==> src/rtl/byte_packer_pkg.sv <==
// Shared constants and types for the byte packer: widths, the message terminator
// and the accumulator state encoding.
package byte_packer_pkg;

    localparam int SYS_DWIDTH_DEF = 8;
    localparam int MST_DWIDTH_DEF = 32;
    localparam int FIFO_DEPTH_DEF = 4;
    localparam int CNT_W          = 2;
    localparam int BYTES_W        = 3;

    localparam logic [7:0]         TERMINATOR = 8'hFA;
    localparam logic [CNT_W-1:0]   LAST_CNT   = 2'd3;
    localparam logic [BYTES_W-1:0] FULL_BYTES = 3'd4;

    typedef enum logic {
        IDLE    = 1'b0,
        COLLECT = 1'b1
    } pk_state_e;

endpackage

==> src/rtl/byte_packer_if.sv <==
// Byte-in / packed-word-out bus of the byte packer; the slave side is the packer.
interface byte_packer_if
    import byte_packer_pkg::*;
#(
    parameter int SYS_DWIDTH = SYS_DWIDTH_DEF,
    parameter int MST_DWIDTH = MST_DWIDTH_DEF
);
    logic [SYS_DWIDTH-1:0] data_i;
    logic                  valid_i;
    logic                  busy;
    logic [MST_DWIDTH-1:0] data_o;
    logic                  valid_o;
    logic                  ready_i;
    logic                  last_o;
    logic [BYTES_W-1:0]    bytes_o;
    logic                  overflow;

    modport slave (
        input  data_i, valid_i, ready_i,
        output busy, data_o, valid_o, last_o, bytes_o, overflow
    );

    modport master (
        output data_i, valid_i, ready_i,
        input  busy, data_o, valid_o, last_o, bytes_o, overflow
    );

endinterface

==> src/rtl/byte_packer_sync_fifo.sv <==
// Single-clock FIFO with registered full/empty flags; a push is taken at full only
// when a pop happens on the same edge, so occupancy stays unchanged.
module sync_fifo #(
    parameter int WIDTH = 36,
    parameter int DEPTH = 4
) (
    input  logic             clk,
    input  logic             rst_n,
    input  logic             push_i,
    input  logic [WIDTH-1:0] data_i,
    input  logic             pop_i,
    output logic [WIDTH-1:0] data_o,
    output logic             full_o,
    output logic             empty_o
);
    localparam int PTR_W = (DEPTH > 1) ? $clog2(DEPTH) : 1;
    localparam int OCC_W = PTR_W + 1;

    logic [WIDTH-1:0] mem_q [DEPTH];
    logic [PTR_W-1:0] wr_ptr_q;
    logic [PTR_W-1:0] rd_ptr_q;
    logic [OCC_W-1:0] occ_q;
    logic [OCC_W-1:0] occ_d;
    logic             full_q;
    logic             empty_q;
    logic             do_push_s;
    logic             do_pop_s;

    // Qualify requests against the flags and derive the next occupancy.
    always_comb begin
        do_pop_s  = pop_i & ~empty_q;
        do_push_s = push_i & (~full_q | do_pop_s);
        case ({do_push_s, do_pop_s})
            2'b10:   occ_d = occ_q + OCC_W'(1);
            2'b01:   occ_d = occ_q - OCC_W'(1);
            default: occ_d = occ_q;
        endcase
    end

    // Storage, power-of-two wrapping pointers and registered flags.
    always_ff @(posedge clk or negedge rst_n) begin
        if (!rst_n) begin
            for (int i = 0; i < DEPTH; i++) begin
                mem_q[i] <= '0;
            end
            wr_ptr_q <= '0;
            rd_ptr_q <= '0;
            occ_q    <= '0;
            full_q   <= 1'b0;
            empty_q  <= 1'b1;
        end else begin
            if (do_push_s) begin
                mem_q[wr_ptr_q] <= data_i;
                wr_ptr_q        <= wr_ptr_q + PTR_W'(1);
            end
            if (do_pop_s) begin
                rd_ptr_q <= rd_ptr_q + PTR_W'(1);
            end
            occ_q   <= occ_d;
            full_q  <= (occ_d == OCC_W'(DEPTH));
            empty_q <= (occ_d == '0);
        end
    end

    assign data_o  = mem_q[rd_ptr_q];
    assign full_o  = full_q;
    assign empty_o = empty_q;

endmodule

==> src/rtl/byte_packer.sv <==
// Packs a byte stream MSB-first into words, closing messages on the terminator byte,
// and buffers the packed words with {last, bytes, word} in a small FIFO.
module byte_packer
    import byte_packer_pkg::*;
#(
    parameter int SYS_DWIDTH = SYS_DWIDTH_DEF,
    parameter int MST_DWIDTH = MST_DWIDTH_DEF,
    parameter int FIFO_DEPTH = FIFO_DEPTH_DEF
) (
    input  logic          clk,
    input  logic          rst_n,
    byte_packer_if.slave  bus
);
    localparam int ENTRY_W = MST_DWIDTH + 1 + BYTES_W;

    pk_state_e             state_q, state_d;
    logic [CNT_W-1:0]      cnt_q, cnt_d;
    logic [MST_DWIDTH-1:0] acc_q, acc_d;
    logic                  ovf_q, ovf_d;
    logic [MST_DWIDTH-1:0] merged_s;
    logic                  accept_s;
    logic                  pop_s;
    logic                  push_s;
    logic                  is_term_s;
    logic                  full_s;
    logic                  empty_s;
    logic [ENTRY_W-1:0]    push_entry_s;
    logic [ENTRY_W-1:0]    head_entry_s;

    // A full FIFO still takes a byte when the head is popped on the same edge.
    always_comb begin
        pop_s     = bus.ready_i & ~empty_s;
        accept_s  = bus.valid_i & (~full_s | bus.ready_i);
        is_term_s = (bus.data_i == SYS_DWIDTH'(TERMINATOR));
        merged_s  = acc_q;
        merged_s[MST_DWIDTH-1-SYS_DWIDTH*int'(cnt_q) -: SYS_DWIDTH] = bus.data_i;
    end

    // Accumulator next state: store, complete a word, close a message or drop.
    always_comb begin
        state_d      = state_q;
        cnt_d        = cnt_q;
        acc_d        = acc_q;
        ovf_d        = ovf_q;
        push_s       = 1'b0;
        push_entry_s = '0;
        if (bus.valid_i && !accept_s) begin
            ovf_d = 1'b1;
        end else if (accept_s && is_term_s) begin
            push_s       = 1'b1;
            push_entry_s = {1'b1, 1'b0, cnt_q, acc_q};
            state_d      = IDLE;
            cnt_d        = '0;
            acc_d        = '0;
        end else if (accept_s && (cnt_q == LAST_CNT)) begin
            push_s       = 1'b1;
            push_entry_s = {1'b0, FULL_BYTES, merged_s};
            state_d      = IDLE;
            cnt_d        = '0;
            acc_d        = '0;
        end else if (accept_s) begin
            acc_d   = merged_s;
            cnt_d   = cnt_q + CNT_W'(1);
            state_d = COLLECT;
        end else begin
            state_d = state_q;
        end
    end

    // Accumulator FSM registers and the sticky overflow flag.
    always_ff @(posedge clk or negedge rst_n) begin
        if (!rst_n) begin
            state_q <= IDLE;
            cnt_q   <= '0;
            acc_q   <= '0;
            ovf_q   <= 1'b0;
        end else begin
            state_q <= state_d;
            cnt_q   <= cnt_d;
            acc_q   <= acc_d;
            ovf_q   <= ovf_d;
        end
    end

    sync_fifo #(
        .WIDTH (ENTRY_W),
        .DEPTH (FIFO_DEPTH)
    ) u_fifo (
        .clk     (clk),
        .rst_n   (rst_n),
        .push_i  (push_s),
        .data_i  (push_entry_s),
        .pop_i   (pop_s),
        .data_o  (head_entry_s),
        .full_o  (full_s),
        .empty_o (empty_s)
    );

    assign bus.data_o   = head_entry_s[MST_DWIDTH-1:0];
    assign bus.bytes_o  = head_entry_s[MST_DWIDTH +: BYTES_W];
    assign bus.last_o   = head_entry_s[ENTRY_W-1];
    assign bus.valid_o  = ~empty_s;
    assign bus.busy     = full_s;
    assign bus.overflow = ovf_q;

endmodule
==> src/flat_wrapper.sv <==
// flat-port wrapper written by rule: the top's interface ports become plain ports
module byte_packer_flat import byte_packer_pkg::*;
#(
    parameter int SYS_DWIDTH = SYS_DWIDTH_DEF,
    parameter int MST_DWIDTH = MST_DWIDTH_DEF,
    parameter int FIFO_DEPTH = FIFO_DEPTH_DEF
)
  (clk, rst_n, bus_data_i, bus_valid_i, bus_ready_i, bus_busy, bus_data_o, bus_valid_o, bus_last_o, bus_bytes_o, bus_overflow);
  byte_packer_if #(.SYS_DWIDTH(SYS_DWIDTH), .MST_DWIDTH(MST_DWIDTH)) bus_i ();
  input  logic clk;
  input  logic rst_n;
  input wire logic [$bits(bus_i.data_i)-1:0] bus_data_i;
  input wire logic [$bits(bus_i.valid_i)-1:0] bus_valid_i;
  input wire logic [$bits(bus_i.ready_i)-1:0] bus_ready_i;
  output wire logic [$bits(bus_i.busy)-1:0] bus_busy;
  output wire logic [$bits(bus_i.data_o)-1:0] bus_data_o;
  output wire logic [$bits(bus_i.valid_o)-1:0] bus_valid_o;
  output wire logic [$bits(bus_i.last_o)-1:0] bus_last_o;
  output wire logic [$bits(bus_i.bytes_o)-1:0] bus_bytes_o;
  output wire logic [$bits(bus_i.overflow)-1:0] bus_overflow;
  assign bus_i.data_i = bus_data_i;
  assign bus_i.valid_i = bus_valid_i;
  assign bus_i.ready_i = bus_ready_i;
  assign bus_busy = bus_i.busy;
  assign bus_data_o = bus_i.data_o;
  assign bus_valid_o = bus_i.valid_o;
  assign bus_last_o = bus_i.last_o;
  assign bus_bytes_o = bus_i.bytes_o;
  assign bus_overflow = bus_i.overflow;
  byte_packer #(.SYS_DWIDTH(SYS_DWIDTH), .MST_DWIDTH(MST_DWIDTH), .FIFO_DEPTH(FIFO_DEPTH)) u_core (.clk(clk), .rst_n(rst_n), .bus(bus_i));
endmodule
==> config.mk <==
export PLATFORM = sky130hd
export DESIGN_NAME = byte_packer_flat
export DESIGN_NICKNAME = d
export VERILOG_FILES = /design/src/rtl/byte_packer_pkg.sv /design/src/rtl/byte_packer_if.sv /design/src/rtl/byte_packer_sync_fifo.sv /design/src/rtl/byte_packer.sv /design/src/flat_wrapper.sv
export SDC_FILE = /design/constraint.sdc
export NUM_CORES = 1
export LEC_CHECK = 0
export CAP_MARGIN = 20
export CORE_ASPECT_RATIO = 2
export CORE_MARGIN = 4
export CORE_UTILIZATION = 55
export CTS_CLUSTER_DIAMETER = 100
export DETAILED_ROUTE_END_ITERATION = 12
export PLACE_DENSITY_LB_ADDON = 0.05
export REMOVE_ABC_BUFFERS = 1
export SLEW_MARGIN = 20
export SYNTH_ARGS = -nofsm -noshare
export SYNTH_HDL_FRONTEND = slang
export SYNTH_SLANG_ARGS = --single-unit
==> constraint.sdc <==
create_clock -name clk -period 3.2 [get_ports clk]
set_clock_uncertainty 0.2 [all_clocks]
set_input_delay 0.32 -clock clk [delete_from_list [all_inputs] [get_ports clk]]
set_output_delay 0.32 -clock clk [all_outputs]
set_load 0.02 [all_outputs]
; After elaboration in Yosys (flattened, before gate mapping)
; Cells that the tools add are included.
; W data, S select, Z words.
[totals]
reg_bits = 188
output_inout_bits = 39
wordCells = 68
[op_classes]
n_shift = 2
eq_ne = 5
bitwise_logic = 11
n_addsub = 7
mux = 20
magnitude_cmp = 3
reduce_logical = 8
[op_table]
columns = cell, count
row1 = $mux W36, 5
row2 = $bwmux W144, 1
row3 = $mux W32, 3
row4 = $bmux W36 S2, 1
row5 = $demux W36 S2, 1
row6 = $shift A8 B33 Y39 const A, 1
row7 = $shiftx A8 B33 Y39, 1
row8 = $mux W35, 1
row9 = $neg A32 Y33, 1
row10 = $bwmux W32, 1
row11 = $eq A8 B8 Y1 const B, 1
row12 = $add A2 B1 Y2 const B, 3
row13 = $ge A3 B3 Y1 const B, 2
row14 = $mux W2, 3
row15 = $not A2 Y3, 2
row16 = $pmux W3 S2, 1
row17 = $sub A5 B5 Y6 const A, 1
row18 = $and A1 B1 Y1, 4
row19 = $eq A2 B2 Y1 const B, 2
row20 = $logic_and A1 B1 Y1, 4
row21 = $add A3 B1 Y3 const B, 1
row22 = $eq A3 B3 Y1 const B, 1
row23 = $logic_not A3 Y1, 1
row24 = $lt A3 B1 Y1 const B, 1
row25 = other kinds (8), 13

; Depth between registers and ports, before layout
[logic_depth]
word_depth = 11
mapped_depth = 11
depth_no_buf = 10

; Modules after synthesis
; From an unflattened synthesis, not the netlist that was laid out.
[unflattened]
cells_unflattened = 701
hier_area_um2 = 9680.5
[by_module_without_submodules]
columns = mod, seq_area_each_um2, instances, cells_per_inst, area_per_inst_um2
row1 = sync_fifo, 3829.9, 1, 398, 6796.5
row2 = byte_packer, 875.8, 1, 303, 2884.0

; Worst setup path after synthesis
; OpenSTA, ideal clock, no wires.
[synth_timing]
path_type = input to register
from = input bus_data_i[6]
to = register u_core.u_fifo.full_q (netlist: u_core.u_fifo.full_o)
path_slack_ns = 0.625
required_time_ns = 2.927
stages = 11
setup_ns = 0.073
arrival_time_ns = 2.302
cell_sequence = and4_2 -> and2_1 -> buf_6 -> o21ai_2 -> ha_1 -> inv_1 -> fa_1 -> xor2_1 -> nor2_1 -> xor2_1 -> nor2b_1
[synth_via]
elab_chain_cells = 8
word_cells_on_any_way = 9
classes_between = eq/ne (4) / mux (3) / bitwise (1) / reduce/logical (1)
[synth_lines]
columns = element, line
row1 = start: declaration, flat_wrapper.sv:12  ; input wire logic [$bits(bus_i.data_i)-1:0] bus_data_i;
row2 = $eq A8 B8 Y1 (*), byte_packer.sv:34  ; is_term_s = (bus.data_i == SYS_DWIDTH'(TERMINATOR));
row3 = $logic_and A1 B1 Y1 (*), byte_packer.sv:49  ; end else if (accept_s && is_term_s) begin
row4 = $mux W1 (*), byte_packer.sv:49
row5 = $mux W1 (*), byte_packer.sv:47  ; if (bus.valid_i && !accept_s) begin
row6 = $and A1 B1 Y1 (*), byte_packer_sync_fifo.sv:32  ; do_push_s = push_i & (~full_q | do_pop_s);
row7 = $eq A2 B1 Y1 or $eq A2 B2 Y1 (tied branches), byte_packer_sync_fifo.sv:33  ; case ({do_push_s, do_pop_s})
row8 = $pmux W3 S2 (*), byte_packer_sync_fifo.sv:33
row9 = named net u_core.u_fifo.occ_d[2], byte_packer_sync_fifo.sv:23  ; logic [OCC_W-1:0] occ_d;
row10 = $eq A3 B3 Y1 (*), byte_packer_sync_fifo.sv:60  ; full_q <= (occ_d == OCC_W'(DEPTH));
row11 = end signal: assignment, byte_packer_sync_fifo.sv:60
row12 = end: declaration, byte_packer_sync_fifo.sv:24  ; logic full_q;
; The timed path passes the listed nets; every way through them passes the cells marked *.
; A chain may end at the register's enable or synchronous reset.

; Worst setup path after layout
[layout_timing]
from = register u_core.u_fifo.rd_ptr_q[0]
to = output bus_data_o[10]
[layout_via]
elab_chain_cells = 4
[layout_lines]
columns = element, line
row1 = start: declaration, byte_packer_sync_fifo.sv:21  ; logic [PTR_W-1:0] rd_ptr_q;
row2 = start signal: assignment, byte_packer_sync_fifo.sv:57  ; rd_ptr_q <= rd_ptr_q + PTR_W'(1);
row3 = $not A2 Y3 (implied by the code), byte_packer_sync_fifo.sv:65  ; assign data_o = mem_q[rd_ptr_q];
row4 = $bmux W36 S2, byte_packer_sync_fifo.sv:65
row5 = $mux W36 (implied by the code) (2 in series), byte_packer_sync_fifo.sv:65
row6 = end: declaration, flat_wrapper.sv:16  ; output wire logic [$bits(bus_i.data_o)-1:0] bus_data_o;
; Every way passes these cells. The select of a mux whose other input is x is not followed.

==> out/metrics.yaml <==
worst_hold_path:
  hold_end: "u_core.u_fifo.occ_q[2]"
  worstHoldPathType: "reg2reg"
  min_path_cells: 1
  min_from: "u_core.u_fifo.occ_q[2]"
route:
  drc: 0
  first_pass_iters: 5
  viasPerCell: 6.71
  drt-initial-drc-count: 439
  finalWirelength_mm: 27.9
  antenna_left: 0
  via_count: 7156
  wire_per_inst_um: 26.2
global_routing:
  grt_overflow: 0
  grt_max_degree: 82
  grt_pass1_vias: 7670
  antenna_found_initial: 0
  grt_pass1_wl_mm: 44.0
  grt_use_total_pct: 29.4
final_layout:
  final_cells: 1066
  area_delta_synth_final_pct: 14.9
  drive_gt1_share_pct: 23.6
  n_antenna_cell: 0
  final_nets: 866
floorplan:
  fp.dieH_um: 196
  die_area_sq_mm: 0.0199
  fp.coreArea_sq_mm: 0.0173
  num_rows: 68
  io_pins: 51
  die_w_um: 102
  initial_core_util_pct: 56.1
timing:
  min_period_ps: 2970
  setup_viol: 0
  rsz0062_at_grt: "no"
  drv_slew: 0
  fin_ws_ps: 229
  fmax_mhz: 337
  finalHoldViolations: 0
  fin_crit_sh_pct: 92.8
  maxSlewHeadroom_pct: 35.5
  finalSetupTns_ps: 0
  tightest_slew_ps: 964
placed_design:
  gp_congestion: 0.824
  place_ws_ps: 66.3
  port_buffers: 50
  hpwl_mm: 18.1
  dpl.cell_count: 1034
clocking:
  cts_buffer_depth: 2
  cts_num_sinks: 188
  cts_tree: "done"
  clock_latency_ps: 430
  cts.clk_slew.worst_paths_ps: 70
  h-tree-depth: 4
  root_buffer: "clkbuf_16"
  cts_hold_buf: 1
  cts_setup_buffers: 0
  post_cts_resized: 0
  numCtsBuffers: 17
logic_synthesis:
  async_reset_ff_share_pct: 100
  ys_seq_area_share_pct: 48.6
  yosysWarnings: 0
  synth-seq-cells: 188
  synth_cell_types: 48
  synth-edff-count: 0
  synth-main-ff-cell: "dfrtp_1"
  avgSynthCellArea_sq_um: 12.2
  synth_cells: 793
  mappedNetlistArea_sq_mm: 0.00969
critical_path:
  endpoint_kind: "output port"
  crit_type: "reg2out"
  reg2reg_to: "u_core.u_fifo.full_o"
  start_kind: "register"
  rr_worst_depth: 10
  critPathRequiredTime_ps: 2680
  rrSetupSlack_ps: 550
  arrival_ps: 2450
  reg2reg_from: "u_core.u_fifo.empty_o"
  crit_fanout: 17
power:
  irDropWorstVdd_mv: 0.482
  p_total_mw: 10.6
  p_leak_nw: 4.94
  power_density_mw_per_mm2: 954
run_status:
  status: "finished, final reports clean"
flow_run:
  drv_cap: 0
layer usage:
| layer | track usage [%] | routed length (um) | part of all wire [%] | up-vias |
|---|---|---|---|---|
| met2 | 50.5 | 14800 | 53 | 313 |
| li1 | - | - | - | 3058 |
| met1 | 35.4 | 10300 | 37 | 3697 |
| met5 | 0 | 0 | 0 | - |
| met4 | 14.8 | 1300 | 4.6 | 0 |
| met3 | 4.52 | 1540 | 5.5 | 88 |
state kept, by name, summed over array words and instances, names as in the netlist:
| register | count |
|---|---|
| u_core.u_fifo.mem_q | 144 |
| u_core.acc_q | 32 |
| u_core.u_fifo.occ_q | 3 |
| u_core.cnt_q | 2 |
| u_core.u_fifo.rd_ptr_q | 2 |
| u_core.u_fifo.wr_ptr_q | 2 |
| u_core.bus.overflow | 1 |
| u_core.u_fifo.empty_o | 1 |
| u_core.u_fifo.full_o | 1 |
cell type report:
type / instances / area [sq um]
Timing Repair Buffer: 100 / 967
Tap cell: 210 / 263
Fill cell: 1343 / 6140
Multi-Input combinational cell: 466 / 4360
Sequential cell: 188 / 4710
Clock buffer: 19 / 443
Clock inverter: 12 / 118
Inverter: 71 / 267
cell usage in the layout (no fill, tap or decap), types with 7 or more instances in the layout:
| master | instances |
|---|---|
| mux2_1 | 20 |
| ha_1 | 9 |
| buf_12 | 7 |
| nand3_1 | 10 |
| nor2b_1 | 36 |
| mux2_2 | 9 |
| clkdlybuf4s50_1 | 49 |
| nand2_1 | 31 |
| a221oi_2 | 47 |
| o21ai_0 | 27 |
| mux2_4 | 14 |
| a31oi_1 | 24 |
| mux4_2 | 36 |
| o221a_1 | 48 |
| dfrtp_1 | 185 |
| inv_1 | 70 |
| buf_4 | 42 |
| nand4_1 | 49 |
| clkbuf_16 | 17 |
| nor2_1 | 53 |
synth_stat cells, types with 24 or more instances:
library cell / number / area [sq um]
dfrtp_1: 187 / 4680
inv_1: 70 / 263
nor2_1: 53 / 199
nand4_1: 49 / 307
o221a_1: 48 / 541
a221oi_2: 47 / 706
mux4_2: 36 / 811
nor2b_1: 36 / 225
clkbuf_1: 34 / 128
nand2_1: 31 / 116
o21ai_0: 27 / 135
a31oi_1: 24 / 150
through the flow:
step	hold slack (ps)	util [%]	cell area, sq um
detailed placement	225	61.1	10600
finish	278	64.4	11100
CTS	281	64.4	11100
floorplan	-176	-	9320
global route	295	64.4	11100
global placement	211	61.1	10600
worst max-delay path, cell delays in order, from the launching register on:
cell             delay, ps
dfrtp_2                620
buf_12                 260
mux4_2                 570
clkdlybuf4s50_1        560
kinds of logic after synthesis:
| family | Yosys count | synth area share, % |
|---|---|---|
| AOI/OAI and AO/OA | 162 | 17.3 |
| xor gates and xnor gates | 6 | 0.542 |
| adders and majority gates | 10 | 1.37 |
| buffers and inverters | 139 | 6.53 |
| DFF | 188 | 48.6 |
| muxes | 85 | 14.5 |
| and+or+nand+nor | 203 | 11.2 |
worst max-delay path by stage:
stage	to	depth (start not counted)	slack [ps]	startpoint
final	bus_data_o[10]	3	230	u_core.u_fifo.rd_ptr_q[0]
after global routing	bus_data_o[17]	3	130	u_core.u_fifo.rd_ptr_q[0]
after CTS	bus_data_o[10]	3	190	u_core.u_fifo.rd_ptr_q[0]
after detailed placement	u_core.u_fifo.full_o	11	70	bus_data_i[3]
after global placement	u_core.u_fifo.full_o	11	110	bus_data_i[3]
after floorplan	u_core.u_fifo.mem_q[66]	5	-1170	u_core.cnt_q[0]
where the power goes:
| group | internal [mW] | switching [mW] | total, mW |
|---|---|---|---|
| registers | 3.18 | 0.715 | 3.89 |
| clock network | 1.10 | 0.940 | 2.04 |
| logic | 2.29 | 2.39 | 4.68 |
| total | 6.57 | 4.05 | 10.6 |
No activity file was read; power rests on OpenSTA's default activity.
